--- src/rtl/shift_reg_seq_pkg.sv ---
// Shared types and constants for the two-requester shift-register sequencer.
package shift_reg_seq_pkg;

  typedef enum logic [1:0] {
    IDLE  = 2'd0,
    SHIFT = 2'd1,
    DONE  = 2'd2
  } state_e;

  localparam logic GRANT_REQ0 = 1'b0;
  localparam logic GRANT_REQ1 = 1'b1;

endpackage

--- src/rtl/shift_reg_core.sv ---
// Parallel-load, MSB-first shift register with zero fill; load wins over shift.
module shift_reg_core #(
  parameter int WIDTH = 4
) (
  input  logic             clk,
  input  logic             reset,
  input  logic             load,
  input  logic             shift_en,
  input  logic [WIDTH-1:0] parallel_in,
  output logic [WIDTH-1:0] parallel_out
);

  logic [WIDTH-1:0] data_q;
  logic [WIDTH-1:0] data_d;

  always_comb begin
    data_d = data_q;
    if (load) begin
      data_d = parallel_in;
    end else if (shift_en) begin
      data_d = {data_q[WIDTH-2:0], 1'b0};
    end
  end

  always_ff @(posedge clk or posedge reset) begin
    if (reset) begin
      data_q <= '0;
    end else begin
      data_q <= data_d;
    end
  end

  assign parallel_out = data_q;

endmodule

--- src/rtl/shift_reg_sequencer.sv ---
// Round-robin arbiter + FSM that loads a requester word and serializes it MSB-first.
module shift_reg_sequencer
  import shift_reg_seq_pkg::*;
#(
  parameter int WIDTH = 4
) (
  input  logic             clk,
  input  logic             reset,
  input  logic             req0_valid,
  input  logic [WIDTH-1:0] req0_data,
  output logic             req0_ready,
  input  logic             req1_valid,
  input  logic [WIDTH-1:0] req1_data,
  output logic             req1_ready,
  output logic             serial_out,
  output logic             serial_valid,
  input  logic             serial_ready,
  output logic [WIDTH-1:0] parallel_out,
  output logic             grant_id,
  output logic             busy,
  output logic             done
);

  localparam int CW = $clog2(WIDTH + 1);
  localparam logic [CW-1:0] CNT_LOAD = CW'(WIDTH);
  localparam logic [CW-1:0] CNT_LAST = CW'(1);

  state_e          state_q, state_d;
  logic [CW-1:0]   cnt_q, cnt_d;
  logic            last_q, last_d;
  logic            grant_q, grant_d;
  logic            pick0, pick1;
  logic            load, shift_en;
  logic [WIDTH-1:0] load_data;

  // On a tie the requester that did not win last time is favoured.
  assign pick0 = req0_valid & (~req1_valid | (last_q == GRANT_REQ1));
  assign pick1 = req1_valid & ~pick0;

  assign req0_ready = (state_q == IDLE) & pick0;
  assign req1_ready = (state_q == IDLE) & pick1;

  assign load      = req0_ready | req1_ready;
  assign load_data = req1_ready ? req1_data : req0_data;
  assign shift_en  = (state_q == SHIFT) & serial_ready;

  always_comb begin
    state_d = state_q;
    cnt_d   = cnt_q;
    last_d  = last_q;
    grant_d = grant_q;
    case (state_q)
      IDLE: begin
        if (load) begin
          grant_d = req1_ready ? GRANT_REQ1 : GRANT_REQ0;
          last_d  = req1_ready ? GRANT_REQ1 : GRANT_REQ0;
          cnt_d   = CNT_LOAD;
          state_d = SHIFT;
        end
      end
      SHIFT: begin
        if (serial_ready) begin
          cnt_d = cnt_q - CNT_LAST;
          if (cnt_q == CNT_LAST) begin
            state_d = DONE;
          end
        end
      end
      DONE:    state_d = IDLE;
      default: state_d = IDLE;
    endcase
  end

  always_ff @(posedge clk or posedge reset) begin
    if (reset) begin
      state_q <= IDLE;
      cnt_q   <= '0;
      last_q  <= GRANT_REQ1;
      grant_q <= GRANT_REQ0;
    end else begin
      state_q <= state_d;
      cnt_q   <= cnt_d;
      last_q  <= last_d;
      grant_q <= grant_d;
    end
  end

  shift_reg_core #(.WIDTH(WIDTH)) u_core (
    .clk          (clk),
    .reset        (reset),
    .load         (load),
    .shift_en     (shift_en),
    .parallel_in  (load_data),
    .parallel_out (parallel_out)
  );

  assign serial_out   = parallel_out[WIDTH-1];
  assign serial_valid = (state_q == SHIFT);
  assign busy         = (state_q != IDLE);
  assign done         = (state_q == DONE);
  assign grant_id     = grant_q;

endmodule

--- config.mk ---
export PLATFORM = sky130hd
export DESIGN_NAME = shift_reg_sequencer
export DESIGN_NICKNAME = d
export VERILOG_FILES = /design/src/rtl/shift_reg_seq_pkg.sv /design/src/rtl/shift_reg_core.sv /design/src/rtl/shift_reg_sequencer.sv
export SDC_FILE = /design/constraint.sdc
export NUM_CORES = 1
export LEC_CHECK = 0
export CAP_MARGIN = 20
export CORE_AREA = 2 2 51 53
export DETAILED_ROUTE_END_ITERATION = 12
export DIE_AREA = 0 0 53 55
export PLACE_DENSITY = 0.6
export SYNTH_ARGS = -nofsm -noshare
export SYNTH_HDL_FRONTEND = slang
export SYNTH_SLANG_ARGS = --single-unit
export TNS_END_PERCENT = 10
--- constraint.sdc ---
create_clock -name clk -period 1.5 [get_ports clk]
set_input_delay 0.3 -clock clk [delete_from_list [all_inputs] [get_ports clk]]
set_output_delay 0.3 -clock clk [all_outputs]
set_load 0.005 [all_outputs]
==> impl_metrics.toml <==
[status]
status = "finished, violations left"
violations = "setup timing"

[detailed_routing]
drtIter0Drc = 12
vias = 646
wl_per_cell_um = 11.68
final_antenna_net_count = 0
wl_um = 1635
drc_errors = 0
dr.pass1.iters = 4
via_per_inst = 4.614

[synth]
ys_top_cells_by_count = "10 x dfrtp_1, 8 x inv_1, 6 x o21ai_0"
ys_types = 31
synth_area_per_cell_um2 = 9.931
synthCells = 64
synth_top_area_cell = "dfrtp_1"
async_reset_ff_share_pct = 100.0
yosys.area.top_type_share_pct = 39.37
yosys_warnings = 0
ys_seq_area_share_pct = 43.50
synth_flop_cell = "dfrtp_1"
syn-num-nets = 79
synth_edf_count = 0
ys_seq_elements = 11
synth_area_leaders = "dfrtp_1 39%, o21ai_0 4.7%, inv_1 4.7%"
synth_area_um2 = 635.6
synth.most_common_cell = "dfrtp_1"

[power_and_ir_drop]
p_seq_share_pct = 30.3
combPwrFrac_pct = 58.3
power_switching_share_pct = 34.29
p_int_mw = 1.197
p_clk_share_pct = 11.3
p_leak_nw = 0.5575
max-vdd-ir-drop_mv = 0.8399
power_density_nw_per_um2 = 1671
p_sw_mw = 0.6246

[timing]
final_hold_viol_count = 0
fin_skew_ns = 0.008832
max_freq_ghz = 0.5925
max-slew-margin-rel_pct = 71.79
min_period_over_period_pct = 112.5
fin_crit_ns = 1.688
setup_viol_count_final = 2
fin_tns_setup_ns = -0.1882
rsz0062_at_grt = "yes"
worst_slew_pin_slew_ns = 0.4125
finalWorstSetupSlack_ns = -0.1877
maxSlewViolCount = 0

[placed_design]
dpl.hpwl_um = 1337
gp_congestion = 0.7914
preCtsSetupSlack_ns = -0.5989
portBuffers = 23
place_area_um2 = 1044

[run]
maxCapViolCount = 0

[clock_tree]
cts_root_buffer = "clkbuf_4"
clock-sinks = 11
cts.clk_slew.worst_paths_ns = 0.08
clock_latency_ns = 0.26
clk_path_buf_depth = 2
cts_tree = "yes"
htree_levels = 1
cts_buffers = 3

[final_layout]
num_antenna_cells = 0
final_cell_area_um2 = 1090
area_delta_synth_final_pct = 71.46
drive_gt1_share_pct = 33.64
layout.nets = 126

[setup_path]
critPathMaxStageDelay_ns = 0.39
worstPathCellList = "buf_4, or3b_4, nor2_4, buf_2"
critPathMaxFanout = 2
cp_top_family = "simple AND/OR/NAND/NOR gates"
critPathBufInv = 2
slowest_stage = "dfrtp_1"
path_class = "flop to output pin"
worst_setup_path_end_kind = "output pin"
worst-endpoint-required_ns = 1.20
cp_data_arrival_time_ns = 1.39
crit_path_start_kind = "flop"

[floorplan]
die_w_um = 53
core_um2 = 2365
dieArea_um2 = 2915
die_h_um = 55
row_count = 18
start_util_pct = 26.88
ios = 24

[grt]
overflow = 0
grt_pass1_vias = 592
grt_util_all_layers_pct = 12.67
grt_max_degree = 12
grt_pass1_wl_um = 2649
antenna_found_initial = 0

[worst_hold_path]
hp-class = "input pin to asynchronous set/reset pin"
## power groups by stage
stage	registers (mW)	logic [mW]	clock network, mW
final	0.552	1.06	0.207
after global routing	0.576	1.17	0.234
after CTS	0.558	1.07	0.210
after detailed placement	0.563	1.05	0
after global placement	0.556	1.04	0
after floorplan	0.555	0.457	0
## logic make-up (layout without fill, tap and decap cells)
kind of cell	count (synthesis)	in the layout	synth area share [%]
buf+inv	10	56	6.496
mux	2	2	3.150
simple gates	17	17	16.54
compound gates	22	22	26.38
fa+ha+maj	2	2	3.936
flops	11	11	43.50
## through the flow
stage / hold WS (ns) / utilization [%] / power [mW] / cells
2_1_floorplan: 0.1517 / - / 1.012 / 64
3_3_place_gp: 0.4707 / 44.13 / 1.591 / 134
3_5_place_dp: 0.4740 / 44.13 / 1.613 / 134
4_1_cts: 0.3575 / 45.56 / 1.842 / 140
5_1_grt: 0.3681 / 46.08 / 1.980 / 140
6_report: 0.3313 / 46.08 / 1.821 / 140
## cell type report
class                      count  area [um^2]
fill                         244         1275
multi-input combinational     43        326.6
clock buffer                   4        26.28
inverter                       9        36.28
sequential                    11        276.5
tap                           30        37.54
timing repair buffer          43        386.6
## per-layer routing
layer  global-route usage [%]  wire [um]  up-vias
met2                    22.29        837       14
met4                    3.846         10        0
li1                         -          -      324
met1                    15.26        710      306
met5                        0          0        -
met3                    3.226         77        2
## state kept, by name, indices dropped and copies added (netlist names)
register / count
state_q: 2
cnt_q: 3
last_q: 1
u_core.parallel_out: 4
grant_id: 1
## final timing paths
check                            from                     end  slack, ns  cells past startpoint
min reg2reg                  grant_id                grant_id       0.49                      1
max reg2reg                state_q[0]  u_core.parallel_out[0]       0.06                      6
max in group asynchronous       reset                  last_q       0.84                      2
max                        state_q[0]              req1_ready      -0.19                      4
min in group clk             grant_id                grant_id       0.49                      1
min                             reset                grant_id       0.33                      2
## cell usage in the layout (no fill, tap or decap), types with 2 or more instances in the layout
cell type / Yosys / routed
nand2_1: 3 / 3
dfrtp_1: 10 / 10
a22oi_1: 2 / 2
mux2i_1: 2 / 2
dlymetal6s2s_1: 0 / 3
nor2_4: 1 / 2
buf_4: 1 / 17
buf_2: 0 / 3
a21o_1: 2 / 2
o21ai_1: 0 / 3
clkbuf_4: 0 / 3
o21ai_0: 6 / 3
buf_6: 0 / 2
nor2_1: 5 / 5
inv_1: 8 / 8
a311oi_1: 3 / 3
ha_1: 2 / 2
clkdlybuf4s50_1: 0 / 14
## timing repair
action / in CTS / in global routing
setup buffers: 2 / 0
resized for setup: 18 / 11
pin swaps: 2 / 1
hold buffers: 0 / 0
endpoints found under the setup margin: 9 / 12
Note: power is estimated with default switching activity, not from simulation.
